`config.mk`:
```
export PLATFORM = sky130hd
export DESIGN_NAME = lif_tdm_scheduler_flat
export DESIGN_NICKNAME = d
export VERILOG_FILES = /design/src/rtl/lif_tdm_scheduler_if.sv /design/src/rtl/lif_tdm_scheduler.sv /design/src/flat_wrapper.sv
export SDC_FILE = /design/constraint.sdc
export NUM_CORES = 1
export LEC_CHECK = 0
export CORE_MARGIN = 2
export CORE_UTILIZATION = 45
export DETAILED_ROUTE_END_ITERATION = 6
export PLACE_DENSITY_LB_ADDON = 0.1
export SYNTH_ARGS = -nofsm -noshare
export SYNTH_HDL_FRONTEND = slang
export SYNTH_SLANG_ARGS = --single-unit
```
`constraint.sdc`:
```
create_clock -name clk -period 15.5 [get_ports clk]
set_input_delay 1.55 -clock clk [delete_from_list [all_inputs] [get_ports clk]]
set_output_delay 1.55 -clock clk [all_outputs]
set_load 0.1 [all_outputs]
```
`src/rtl/lif_tdm_scheduler_if.sv`:
```
// Bus bundle for the LIF TDM scheduler: sweep control, spike inputs,
// threshold config, event FIFO handshake and status flags.
interface lif_tdm_scheduler_if #(
   parameter int N_NEURONS = 4,
   parameter int V_W       = 8
);
   localparam int ID_W = $clog2(N_NEURONS);

   logic                 tick;
   logic [N_NEURONS-1:0] spike_in;
   logic                 cfg_we;
   logic [V_W-1:0]       cfg_thresh;
   logic                 ev_valid;
   logic [ID_W-1:0]      ev_id;
   logic                 ev_ready;
   logic                 busy;
   logic                 overrun;
   logic                 ev_drop;

   modport master (
      output tick, spike_in, cfg_we, cfg_thresh, ev_ready,
      input  ev_valid, ev_id, busy, overrun, ev_drop
   );

   modport slave (
      input  tick, spike_in, cfg_we, cfg_thresh, ev_ready,
      output ev_valid, ev_id, busy, overrun, ev_drop
   );
endinterface

```
`src/rtl/lif_tdm_scheduler.sv`:
```
// Time-multiplexed leaky integrate-and-fire scheduler: one shared update
// datapath sweeps all neurons per tick and queues fire events in a FIFO.
module lif_tdm_scheduler #(
   parameter int N_NEURONS      = 4,
   parameter int V_W            = 8,
   parameter int W_IN           = 64,
   parameter int LEAK_SHIFT     = 3,
   parameter int THRESH_DEFAULT = 200,
   parameter int FIFO_DEPTH     = 4
) (
   input logic                  clk,
   input logic                  rst_n,
   lif_tdm_scheduler_if.slave   bus
);
   localparam int ID_W = $clog2(N_NEURONS);
   localparam int AW   = $clog2(FIFO_DEPTH);
   localparam logic [V_W:0]      W_IN_EXT  = (V_W+1)'(W_IN);
   localparam logic [AW:0]       DEPTH_EXT = (AW+1)'(FIFO_DEPTH);
   localparam logic [ID_W-1:0]   LAST_IDX  = ID_W'(N_NEURONS - 1);
   localparam logic [V_W-1:0]    TH_RST    = V_W'(THRESH_DEFAULT);

   typedef enum logic {S_IDLE, S_UPDATE} state_t;

   state_t               r_state, w_state_next;
   logic [ID_W-1:0]      r_idx, w_idx_next;
   logic                 w_start;
   logic [V_W-1:0]       r_v [N_NEURONS];
   logic [N_NEURONS-1:0] r_pend;
   logic [N_NEURONS-1:0] w_clr;
   logic [V_W-1:0]       r_thresh_active, r_thresh_shadow;
   logic                 r_overrun, r_ev_drop;
   logic [ID_W-1:0]      r_fifo [FIFO_DEPTH];
   logic [AW:0]          r_wr_ptr, r_rd_ptr;

   logic                 w_updating;
   logic [V_W-1:0]       w_v_cur, w_v_leak, w_sum_sat;
   logic [V_W:0]         w_sum;
   logic                 w_fire;
   logic                 w_ev_valid, w_full, w_pop, w_push, w_drop;

   always_comb begin
      w_state_next = r_state;
      w_idx_next   = r_idx;
      w_start      = 1'b0;
      case (r_state)
         S_IDLE: begin
            if (bus.tick) begin
               w_state_next = S_UPDATE;
               w_idx_next   = '0;
               w_start      = 1'b1;
            end
         end
         S_UPDATE: begin
            w_idx_next = r_idx + 1'b1;
            if (r_idx == LAST_IDX) begin
               w_state_next = S_IDLE;
            end
         end
         default: w_state_next = S_IDLE;
      endcase
   end

   // Shared datapath; the leak term is a fraction of V so it never underflows.
   assign w_updating = (r_state == S_UPDATE);
   assign w_v_cur    = r_v[r_idx];
   assign w_v_leak   = w_v_cur - (w_v_cur >> LEAK_SHIFT);
   assign w_sum      = {1'b0, w_v_leak} + (r_pend[r_idx] ? W_IN_EXT : '0);
   assign w_sum_sat  = w_sum[V_W] ? '1 : w_sum[V_W-1:0];
   assign w_fire     = w_updating && (w_sum_sat >= r_thresh_active);

   generate
      for (genvar gi = 0; gi < N_NEURONS; gi++) begin : g_clr
         assign w_clr[gi] = w_updating && (r_idx == ID_W'(gi));
      end
   endgenerate

   // A full FIFO still accepts a push when the head is popped in the same cycle.
   assign w_ev_valid = (r_wr_ptr != r_rd_ptr);
   assign w_full     = ((r_wr_ptr - r_rd_ptr) == DEPTH_EXT);
   assign w_pop      = w_ev_valid && bus.ev_ready;
   assign w_push     = w_fire && (!w_full || w_pop);
   assign w_drop     = w_fire && w_full && !w_pop;

   always_ff @(posedge clk or negedge rst_n) begin
      if (!rst_n) begin
         r_state         <= S_IDLE;
         r_idx           <= '0;
         r_pend          <= '0;
         r_thresh_active <= TH_RST;
         r_thresh_shadow <= TH_RST;
         r_overrun       <= 1'b0;
         r_ev_drop       <= 1'b0;
         r_wr_ptr        <= '0;
         r_rd_ptr        <= '0;
         for (int i = 0; i < N_NEURONS; i++) begin
            r_v[i] <= '0;
         end
      end else begin
         r_state <= w_state_next;
         r_idx   <= w_idx_next;
         r_pend  <= (r_pend & ~w_clr) | bus.spike_in;
         if (bus.cfg_we) begin
            r_thresh_shadow <= bus.cfg_thresh;
         end
         if (w_start) begin
            r_thresh_active <= r_thresh_shadow;
         end
         if (w_updating && bus.tick) begin
            r_overrun <= 1'b1;
         end
         if (w_drop) begin
            r_ev_drop <= 1'b1;
         end
         if (w_updating) begin
            r_v[r_idx] <= w_fire ? '0 : w_sum_sat;
         end
         if (w_push) begin
            r_wr_ptr <= r_wr_ptr + 1'b1;
         end
         if (w_pop) begin
            r_rd_ptr <= r_rd_ptr + 1'b1;
         end
      end
   end

   always_ff @(posedge clk) begin
      if (w_push) begin
         r_fifo[r_wr_ptr[AW-1:0]] <= r_idx;
      end
   end

   assign bus.ev_valid = w_ev_valid;
   assign bus.ev_id    = r_fifo[r_rd_ptr[AW-1:0]];
   assign bus.busy     = w_updating;
   assign bus.overrun  = r_overrun;
   assign bus.ev_drop  = r_ev_drop;
endmodule

```
`src/flat_wrapper.sv`:
```
// flat-port wrapper written by rule: the top's interface ports become plain ports
module lif_tdm_scheduler_flat 
#(
   parameter int N_NEURONS      = 4,
   parameter int V_W            = 8,
   parameter int W_IN           = 64,
   parameter int LEAK_SHIFT     = 3,
   parameter int THRESH_DEFAULT = 200,
   parameter int FIFO_DEPTH     = 4
)
  (clk, rst_n, bus_tick, bus_spike_in, bus_cfg_we, bus_cfg_thresh, bus_ev_ready, bus_ev_valid, bus_ev_id, bus_busy, bus_overrun, bus_ev_drop);
  lif_tdm_scheduler_if #(.N_NEURONS(N_NEURONS), .V_W(V_W)) bus_i ();
  input logic clk;
  input logic rst_n;
  input wire logic [$bits(bus_i.tick)-1:0] bus_tick;
  input wire logic [$bits(bus_i.spike_in)-1:0] bus_spike_in;
  input wire logic [$bits(bus_i.cfg_we)-1:0] bus_cfg_we;
  input wire logic [$bits(bus_i.cfg_thresh)-1:0] bus_cfg_thresh;
  input wire logic [$bits(bus_i.ev_ready)-1:0] bus_ev_ready;
  output wire logic [$bits(bus_i.ev_valid)-1:0] bus_ev_valid;
  output wire logic [$bits(bus_i.ev_id)-1:0] bus_ev_id;
  output wire logic [$bits(bus_i.busy)-1:0] bus_busy;
  output wire logic [$bits(bus_i.overrun)-1:0] bus_overrun;
  output wire logic [$bits(bus_i.ev_drop)-1:0] bus_ev_drop;
  assign bus_i.tick = bus_tick;
  assign bus_i.spike_in = bus_spike_in;
  assign bus_i.cfg_we = bus_cfg_we;
  assign bus_i.cfg_thresh = bus_cfg_thresh;
  assign bus_i.ev_ready = bus_ev_ready;
  assign bus_ev_valid = bus_i.ev_valid;
  assign bus_ev_id = bus_i.ev_id;
  assign bus_busy = bus_i.busy;
  assign bus_overrun = bus_i.overrun;
  assign bus_ev_drop = bus_i.ev_drop;
  lif_tdm_scheduler #(.N_NEURONS(N_NEURONS), .V_W(V_W), .W_IN(W_IN), .LEAK_SHIFT(LEAK_SHIFT), .THRESH_DEFAULT(THRESH_DEFAULT), .FIFO_DEPTH(FIFO_DEPTH)) u_core (.clk(clk), .rst_n(rst_n), .bus(bus_i));
endmodule
```
==> results list <==
- The flow ran to the end, and the final reports show no timing, DRC or antenna violations.
- CTS root buf: sky130_fd_sc_hd__clkbuf_8
- Area of the die: 0.00877 sq mm
- Worst Setup End Kind: flip-flop
- Setup violations remaining at the end of the flow were counted as 0.
- The finished cells cover 0.00413 sq mm.
- Number of levels the H-tree was split into: 3
- Die W: 93.7 um
* # hold bufs at CTS: 0
- Number of hold violations in the final report: 0
- The number of pins exceeding their max-slew limit in the final report was 0.
* Count of input and output buffers: 22
* Drt initial violations: 144
- Routed vias/inst: 5.40
- After legalization and detailed placement, the total HPWL measured 4940 um.
- STA classifies the critical path startpoint as a flip-flop.
* Worst hold path type: flip-flop to flip-flop
- Antenna violations before repair: 0
- Max Buffers Root-to-Sink: 2
- Critical Path AT: 6.07 ns
- From bottom edge to top edge, the die measures 93.7 um.
* CTS tree: yes
- The area growth from synthesis to layout is 14.3%.
- Fraction of the yosys area taken by sequential cells: 0.504
* CORE AREA: 0.00777 sq mm
- Cell types with the largest area share after synthesis: sky130_fd_sc_hd__dfrtp_1 39%, sky130_fd_sc_hd__ha_1 8.6%, sky130_fd_sc_hd__edfxtp_1 6.6%
- Number of buffers created by CTS: 9
* Biggest area consumer among synthesized cells: sky130_fd_sc_hd__dfrtp_1
* Crit path max fanout: 16
* Share of layout cells above drive strength 1: 0.167
- Final critical-path required period: 5.79 ns
- The setup path with the least slack is of type flip-flop to flip-flop.
- For this run, the total global-route usage over all layers was measured as 0.180.
- The worst pin sits at a relative slew slack of 0.352.
- The floorplan has 32 rows.
- Ant diodes: 0
* Max Clock Skew: 0.00880 ns
- Dividing the detail-routed wire length by the instance count gives 16.6 um.
- Of the available clock period, the critical path in the final layout requires 0.374.
- Fraction of synthesized cell area taken by the top area cell type: 0.394
- Setup Total Neg Slack: 0 ns
* Synthesis-stage register bit count: 71
* Post-synthesis net count: 334
- Before CTS, the worst setup slack after placement is 9.77 ns.
- Yosys mapped the design onto 41 distinct sky130hd cell types.
* Overflow left after global routing: 0
- Buffers added to address setup during post-CTS repair amount to 0.
* Clock-pin slew of the registers on the worst-case setup and hold paths: 0.08 ns
- For the worst setup path, the data required time is 15.78 ns.
- Maximum number of pins on one net before global-route repair: 64
* Max-capacitance violation count: 0
- During synthesis, Yosys emitted a total of 0 warnings.
- For the worst-skew pair, the clock arrives at the later sink with an insertion delay of 0.36 ns.
- The congestion estimate from routability-driven global placement came to 0.826.
- Setup slack closes at 9.71 ns.
* Number of search-and-repair iterations in the first detailed-routing pass: 4
- Setup repair after global routing left no endpoint under its margin.
- Post-CTS repair changed the size of 0 cells.
- Boundary pin count: 23
- After detailed routing, the number of remaining DRC violations is 0.
- For the pin with the worst max-slew slack, the measured transition is 0.970 ns.
- In this run the cell area measured after placement is 0.00394 sq mm.
* Starting density of the core: 0.466
- Average footprint of a synthesized cell: 12.4 sq um
- Cell area after technology mapping: 0.00362 sq mm
- The final route contains 2293 vias.
- FMAX: 173 MHz
- The first global-routing pass estimated 11800 um of wire.
* Post-route ant nets: 0
* Final-stage net count: 361
- Hold is met by 0.460 ns.
* Vias in the first global route: 2314
* Total routed wirelength: 7070 um
* Number of instances in the synthesized netlist: 291
* Clock sink count: 71
[critical path, stage by stage (launching register included)]
cell and delay, ns:
sky130_fd_sc_hd__dfrtp_1 0.85, sky130_fd_sc_hd__mux4_1 0.64, sky130_fd_sc_hd__inv_1 0.07, sky130_fd_sc_hd__ha_1 0.16, sky130_fd_sc_hd__inv_1 0.06, sky130_fd_sc_hd__fa_1 0.40
sky130_fd_sc_hd__a21o_1 0.19, sky130_fd_sc_hd__a21oi_1 0.17, sky130_fd_sc_hd__nor2b_1 0.11, sky130_fd_sc_hd__nor3_1 0.19, sky130_fd_sc_hd__xnor2_1 0.16, sky130_fd_sc_hd__ha_1 0.21
sky130_fd_sc_hd__nand2_1 0.09, sky130_fd_sc_hd__mux2_4 0.35, sky130_fd_sc_hd__nor2b_4 0.17, sky130_fd_sc_hd__inv_1 0.05, sky130_fd_sc_hd__ha_1 0.23, sky130_fd_sc_hd__and3_1 0.18
sky130_fd_sc_hd__a221oi_1 0.29, sky130_fd_sc_hd__nor2b_1 0.09, sky130_fd_sc_hd__a41oi_1 0.63, sky130_fd_sc_hd__nand3_1 0.25, sky130_fd_sc_hd__o21ai_1 0.17
[state kept, by name, indices dropped and copies added, names as in the netlist, 2 cells and up]
register and flops:
u_core.r_fifo 8, u_core.r_pend 4, u_core.r_thresh_shadow 8, u_core.r_thresh_active 8
u_core.r_rd_ptr 3, u_core.r_wr_ptr 3, u_core.r_idx 2, u_core.r_v 32
[kinds of logic (layout without fill, tap and decap cells)]
logic type	Yosys count	in the layout	synth area share
buffers and inverters	30	62	0.0336
multiplexers	26	26	0.122
flip-flops	71	71	0.504
AND/OR/NAND/NOR	68	68	0.102
AO/OA/AOI/OAI	61	61	0.123
XOR/XNOR	9	9	0.0218
adder cells (fa/ha/maj)	26	26	0.0920
[per-stage QoR]
stage | cells | utilization
floorplan | 291 | -
global placement | 409 | 0.507
detailed placement | 409 | 0.507
CTS | 425 | 0.532
global route | 425 | 0.532
finish | 425 | 0.532
[synth_stat cells (all sizes together)]
cell type and instances:
dfrtp 57, nand2 29, ha 25, inv 22
o21ai 19, a22o 16, mux2 15, mux4 11
a21o 10, nand3 9, edfxtp 8, nor2b 8
xnor2 8, and2 6, clkbuf 6, dfstp 6
a41o 5, and3 5, a21oi 4, nor2 4
nand2b 3, nor3 3, buf 2, a221oi 1
a31oi 1, a41oi 1, and4 1, fa 1
o2111ai 1, o211ai 1, o21bai 1, o31ai 1
xor2 1
[final cells by class]
cell class              count  area, sq um
clock buffers               9          124
clock inverters             7         72.6
fillers                   679         3630
inverters                  22         82.6
multi-input cells         190         1670
flip-flops and latches     71         1820
well taps                 102          128
repair buffers             24          230
[path summary, 6_finish.rpt]
check	startpoint	endpoint	slack, ns	cells past startpoint
worst max-delay path	u_core.r_idx[0]	u_core.r_v[9]	9.71	22
worst min-delay path	u_core.bus.overrun	u_core.bus.overrun	0.46	1
worst max register to register	u_core.r_idx[0]	u_core.r_v[9]	9.71	22
worst min register to register	u_core.bus.overrun	u_core.bus.overrun	0.46	1
max in group asynchronous	rst_n	u_core.r_pend[3]	13.59	2
min in group asynchronous	rst_n	u_core.r_v[5]	1.35	2
[layer usage]
metal	global-route usage	part of all wire	vias to the layer above	wire length, um
li1	-	-	1110	-
met1	0.257	0.49	1123	3450
met2	0.268	0.45	48	3200
met3	0.0337	0.039	12	275
met4	0.0833	0.021	0	152
met5	0	0	-	0
[cells in the final DEF, fill, tap and decap left out, types with 5 or more instances in the layout]
cell type,n
sky130_fd_sc_hd__xnor2_1,8
sky130_fd_sc_hd__o21ai_0,10
sky130_fd_sc_hd__mux4_2,5
sky130_fd_sc_hd__clkdlybuf4s50_1,21
sky130_fd_sc_hd__edfxtp_1,8
sky130_fd_sc_hd__clkbuf_8,9
sky130_fd_sc_hd__dfstp_2,6
sky130_fd_sc_hd__a22o_1,16
sky130_fd_sc_hd__ha_1,25
sky130_fd_sc_hd__nand2_1,26
sky130_fd_sc_hd__a41o_1,5
sky130_fd_sc_hd__mux4_1,6
sky130_fd_sc_hd__and2_1,6
sky130_fd_sc_hd__nand3_1,9
sky130_fd_sc_hd__inv_1,20
sky130_fd_sc_hd__nor2b_1,6
sky130_fd_sc_hd__and3_1,5
sky130_fd_sc_hd__o21ai_1,8
sky130_fd_sc_hd__dfrtp_1,57
sky130_fd_sc_hd__a21o_1,10
sky130_fd_sc_hd__mux2_2,14
Power is not shown: default switching activity piles up to over one toggle a cycle in this logic, so the estimate is an artifact.
